File: config.mk
export PLATFORM = sky130hd
export DESIGN_NAME = osd_uart_line_buffer
export DESIGN_NICKNAME = d
export VERILOG_FILES = /design/src/rtl/osd_uart_pkg.sv /design/src/rtl/osd_uart_lb_mem.sv /design/src/rtl/osd_uart_line_buffer.sv
export SDC_FILE = /design/constraint.sdc
export NUM_CORES = 1
export LEC_CHECK = 0
export ABC_AREA = 1
export BUFFER_PORTS_ARGS = -buffer_cell sky130_fd_sc_hd__buf_4
export CORE_UTILIZATION = 35
export DETAILED_ROUTE_END_ITERATION = 12
export GPL_ROUTABILITY_DRIVEN = 1
export SYNTH_ARGS = -nofsm -noshare
export SYNTH_HDL_FRONTEND = slang
export SYNTH_SLANG_ARGS = --single-unit
File: constraint.sdc
create_clock -name clk -period 5.6 [get_ports clk]
set_clock_uncertainty 0.15 [all_clocks]
set_input_delay 0.28 -clock clk [delete_from_list [all_inputs] [get_ports clk]]
set_output_delay 0.28 -clock clk [all_outputs]
set_load 0.02 [all_outputs]
File: src/rtl/osd_uart_pkg.sv
// Shared types and constants for the OSD UART character path.
package osd_uart_pkg;

  typedef logic [7:0] uart_char_t;

  localparam uart_char_t UART_LF = 8'h0a;

  typedef enum logic {
    LB_FILL,
    LB_DRAIN
  } lb_state_e;

endpackage

File: src/rtl/osd_uart_lb_mem.sv
// Character storage for the line buffer: write port plus asynchronous read.
module osd_uart_lb_mem
  import osd_uart_pkg::*;
#(
  parameter int unsigned DEPTH = 16,
  parameter int unsigned AW    = $clog2(DEPTH)
) (
  input  logic          clk,
  input  logic          we,
  input  logic [AW-1:0] waddr,
  input  uart_char_t    wdata,
  input  logic [AW-1:0] raddr,
  output uart_char_t    rdata
);

  uart_char_t mem [DEPTH];

  // Data storage carries no reset; contents only matter once written.
  always_ff @(posedge clk) begin
    if (we) mem[waddr] <= wdata;
  end

  assign rdata = mem[raddr];

endmodule

File: src/rtl/osd_uart_line_buffer.sv
// Line buffer ahead of the DEM-UART: collects characters and releases them
// as one uninterrupted burst on a terminator, full buffer, idle timeout or flush.
module osd_uart_line_buffer
  import osd_uart_pkg::*;
#(
  parameter int unsigned DEPTH      = 16,
  parameter int unsigned TIMEOUT    = 1024,
  parameter uart_char_t  FLUSH_CHAR = UART_LF
) (
  input  logic                   clk,
  input  logic                   rst_n,
  input  uart_char_t             in_char,
  input  logic                   in_valid,
  output logic                   in_ready,
  output uart_char_t             out_char,
  output logic                   out_valid,
  input  logic                   out_ready,
  input  logic                   flush,
  output logic [$clog2(DEPTH):0] level
);

  localparam int unsigned PW = $clog2(DEPTH);
  localparam int unsigned CW = PW + 1;
  // A zero TIMEOUT still needs a one-bit timer so the declarations stay legal.
  localparam int unsigned TW = (TIMEOUT > 0) ? $clog2(TIMEOUT + 1) : 1;

  localparam logic [CW-1:0] CNT_FULL    = CW'(DEPTH);
  localparam logic [CW-1:0] CNT_FULL_M1 = CW'(DEPTH - 1);
  localparam logic [TW-1:0] TMR_LAST    = (TIMEOUT > 0) ? TW'(TIMEOUT - 1) : '0;

  lb_state_e     state_q, state_d;
  logic [PW-1:0] wr_ptr_q, rd_ptr_q;
  logic [CW-1:0] count_q;
  logic [TW-1:0] timer_q;

  logic push, pop, tmo_hit, enter_drain;

  assign push = in_valid & in_ready;
  assign pop  = out_valid & out_ready;

  // Idle release only fires when something is buffered and nothing arrives now.
  assign tmo_hit = (TIMEOUT != 0) && (timer_q == TMR_LAST) && (count_q != '0) && !push;

  assign enter_drain = (state_q == LB_FILL) && (state_d == LB_DRAIN);
  assign level       = count_q;

  osd_uart_lb_mem #(
    .DEPTH (DEPTH),
    .AW    (PW)
  ) u_mem (
    .clk   (clk),
    .we    (push),
    .waddr (wr_ptr_q),
    .wdata (in_char),
    .raddr (rd_ptr_q),
    .rdata (out_char)
  );

  // Next state and handshake outputs; outputs depend only on registered state.
  always_comb begin
    state_d   = state_q;
    in_ready  = 1'b0;
    out_valid = 1'b0;
    case (state_q)
      LB_FILL: begin
        in_ready = (count_q < CNT_FULL);
        if ((push && ((in_char == FLUSH_CHAR) || (count_q == CNT_FULL_M1))) ||
            (flush && ((count_q != '0) || push)) ||
            tmo_hit)
          state_d = LB_DRAIN;
      end
      LB_DRAIN: begin
        out_valid = (count_q != '0);
        if (pop && (count_q == CW'(1)))
          state_d = LB_FILL;
      end
      default: state_d = LB_FILL;
    endcase
  end

  // State, pointers and occupancy; push and pop are mutually exclusive by state.
  always_ff @(posedge clk or negedge rst_n) begin
    if (!rst_n) begin
      state_q  <= LB_FILL;
      wr_ptr_q <= '0;
      rd_ptr_q <= '0;
      count_q  <= '0;
    end else begin
      state_q <= state_d;
      if (push) begin
        wr_ptr_q <= wr_ptr_q + PW'(1);
        count_q  <= count_q + CW'(1);
      end else if (pop) begin
        rd_ptr_q <= rd_ptr_q + PW'(1);
        count_q  <= count_q - CW'(1);
      end
    end
  end

  // Idle timer: runs only while filling with data held, saturates at its last value.
  always_ff @(posedge clk or negedge rst_n) begin
    if (!rst_n) begin
      timer_q <= '0;
    end else if (push || enter_drain || (state_q != LB_FILL) || (count_q == '0)) begin
      timer_q <= '0;
    end else if (timer_q != TMR_LAST) begin
      timer_q <= timer_q + TW'(1);
    end
  end

endmodule

==> run_results.csv <==
group,metric,value,unit
final_layout,fillerInstances,1741,
synthesis,syn-cell-area,6660,um^2
sta,slew_headroom,0.321,
power,vdd_ir_drop_max,0.310,mV
worst_setup_path,r2r_setup_slack,3.06,ns
sta,setup_viol,0,
synthesis,yosys-top-cells-area,"edfxtp_1 58%, dfrtp_1 9.4%, nand2_1 7.5%, nor2_1 4.7%, o211ai_1 2.1%",
final_layout,layout-drive-gt1-share,0.138,
sta,period_minus_slack,3.02,ns
floorplanning,core,18700,um^2
synthesis,async_reset_ff_frac,0.163,
global_route,antenna_found_initial,0,
global_route,first_global_vias,4455,
route,drt_iter0_markers,281,
floorplanning,initial_core_util,0.356,
clocking,clockBufferDepth,2,
route,vias,4327,
route,route.met2.wl,7040,um
synthesis,synth_edf_count,128,
floorplanning,ioPinCount,28,
sta,period_share,0.539,
worst_setup_path,startpoint_type,"flip-flop",
worst_setup_path,endpoint_kind,"primary output",
worst_setup_path,crit_end,"out_char[5]",
sta,tightest_slew,1.02,ns
clocking,clock_latency,0.41,ns
placement,dp_hpwl,9310,um
final_layout,fin_nets,636,
clocking,post_cts_resized,0,
placement,portBuffers,27,
route,m1WireLength,6590,um
clocking,cts_buffers,17,
clocking,htreeDepth,4,
synthesis,synth_top_area_frac,0.577,
synthesis,netlist_top_cells_count,"133 x nand2_1, 128 x edfxtp_1, 83 x nor2_1",
final_layout,area_delta_synth_final,13.5,%
route,wl_per_cell,17.3,um
synthesis,ys.flop_type,"edfxtp_1",
worst_setup_path,crit_path_top_delay_cell,"inv_2",
route,drcViolationCount,0,
route,ant_nets,0,
synthesis,syn_inst,586,
clocking,cts.sinks,153,
worst_setup_path,worstSetupStartpoint,"rd_ptr_q[0]",
synthesis,avgSynthCellArea,11.4,um^2
global_route,grt_usage,0.160,
worst_setup_path,r2r-start,"level[4]",
synthesis,yosys_warnings,0,
synthesis,yosysTopAreaCell,"edfxtp_1",
route,wl_met3,818,um
floorplanning,die-width,140,um
sta,slew_viol_final,0,
global_route,overflow,0,
floorplanning,die_area,19600,um^2
synthesis,synth.most_common_cell,"nand2_1",
sta,max_freq,331,MHz
worst_setup_path,worstPathArrival,2.59,ns
sta,rsz0062_at_grt,"no",
clocking,hold_buffers,1,
clocking,clk_pin_slew,0.06,ns
global_route,grt_pass1_wl,23500,um
clocking,post-cts-setup-buffers,0,
worst_setup_path,crit_chain,"inv_2, buf_4, o21ai_1, o211ai_1, nand2_1, nand2_1, buf_4",
outcome,status,"finished clean",
worst_setup_path,crit_required,5.17,ns
sta,setup-tns-final,0,ns
global_route,grt_max_degree,66,
floorplanning,num_rows,50,
route,drt-vias-per-instance,5.04,
synthesis,syn_nets,610,
clocking,root_buffer,"clkbuf_16",
route,wl,14800,um
worst_setup_path,crit_fanout,43,
route,routed.top_layer,"met4",
placement,place_congestion,0.848,
sta,finalHoldViolCount,0,
run,maxCapViolCount,0,
worst_setup_path,r2r_cells,5,
route,dr.pass1.iters,5,
power,p_leak,2.80,nW
power,power_density,499,nW/um^2
worst_setup_path,cp_slowest_stage_delay,0.55,ns
worst_setup_path,critical_path_class,"reg2out",
synthesis,synth.distinct_cells,29,
floorplanning,die_y,140,um
worst_setup_path,rr_endpoint,"u_mem.mem[0][4]",
min_path,hp-class,"in2reg",
synthesis,ys_ff_latch,153,
clocking,cts_tree,"yes",
final_layout,antenna_cells,0,
synthesis,synth.yosys.seq_area_share,0.671,
final_layout,final_core_util,0.404,
## kinds of logic (layout without fill, tap and decap cells)
| logic type | count (synthesis) | after routing | share of synthesized area |
|---|---|---|---|
| AOI/OAI and AO/OA | 87 | 87 | 0.0725 |
| xor gates and xnor gates | 17 | 17 | 0.0223 |
| adders and majority gates | 11 | 11 | 0.0207 |
| buffers and inverters | 51 | 90 | 0.0402 |
| DFF | 153 | 153 | 0.671 |
| muxes | 1 | 1 | 0.00150 |
| and+or+nand+nor | 266 | 266 | 0.172 |
## critical path: cells and delay by family (launching register included)
family                 cells  cell delay, ns
buffers and inverters      3            1.11
flip-flops                 1            0.41
AND/OR/NAND/NOR            2            0.27
AO/OA/AOI/OAI              2            0.36
## where the power goes
part,total (mW),internal [mW],switching (mW)
clock,1.05,0.611,0.441
combinational,1.33,0.429,0.902
sequential,1.39,1.31,0.0795
total,3.77,2.35,1.42
## worst min-delay path by stage
stage	startpoint	endpoint	slack, ns	cells after the start
CTS	in_char[6]	u_mem.mem[0][6]	0.05	1
global placement	rst_n	level[0]	0.06	1
detailed placement	rst_n	level[0]	0.06	1
global route	in_char[6]	u_mem.mem[3][6]	0.07	1
finish	in_char[0]	u_mem.mem[9][0]	0.06	1
floorplan	rst_n	level[0]	-0.17	0
## layout make-up
type | instances | area (um^2) | share of cell area
Sequential cell | 153 | 4470 | 0.591
Clock buffer | 21 | 440 | 0.0582
Timing Repair Buffer | 31 | 235 | 0.0311
Inverter | 27 | 101 | 0.0134
Multi-Input combinational cell | 382 | 1930 | 0.255
Tap cell | 234 | 293 | 0.0387
Clock inverter | 11 | 97.6 | 0.0129
## routing by layer
| metal | vias to the layer above | GRT usage |
|---|---|---|
| li1 | 2061 | - |
| met1 | 2117 | 0.205 |
| met2 | 123 | 0.260 |
| met3 | 26 | 0.0390 |
| met4 | 0 | 0.0659 |
| met5 | - | 0 |
## cell usage in the layout (no fill, tap or decap), types with 11 or more instances in the layout
| cell type | netlist | routed |
|---|---|---|
| o21ai_1 | 15 | 15 |
| dfrtp_1 | 25 | 24 |
| buf_4 | 3 | 30 |
| a21oi_1 | 28 | 28 |
| clkbuf_16 | 0 | 17 |
| o21ai_0 | 25 | 25 |
| xor2_1 | 14 | 14 |
| o211ai_1 | 19 | 19 |
| nand2_1 | 133 | 133 |
| edfxtp_1 | 128 | 128 |
| nor2_1 | 83 | 83 |
| inv_1 | 21 | 21 |
| nand3_1 | 24 | 24 |
| ha_1 | 11 | 11 |
| nor2_2 | 11 | 11 |
## registers in the layout, indices dropped and copies added, names as in the netlist
register / cells
rd_ptr_q: 4
wr_ptr_q: 4
u_mem.mem: 128
state_q: 1
level: 5
timer_q: 11
## metrics by stage
step / cell area [um^2] / power, mW / hold WS, ns / setup slack, ns / std cells
after floorplan: 6660 / 2.36 / -0.166 / 3.64 / 586
after global placement: 7020 / 2.72 / 0.0575 / 3.03 / 826
after detailed placement: 7020 / 2.75 / 0.0612 / 3.01 / 826
after CTS: 7560 / 3.80 / 0.0536 / 2.57 / 859
after global routing: 7560 / 3.99 / 0.0662 / 2.44 / 859
final: 7560 / 3.77 / 0.0565 / 2.58 / 859
Note: power is estimated with default switching activity, not from simulation.
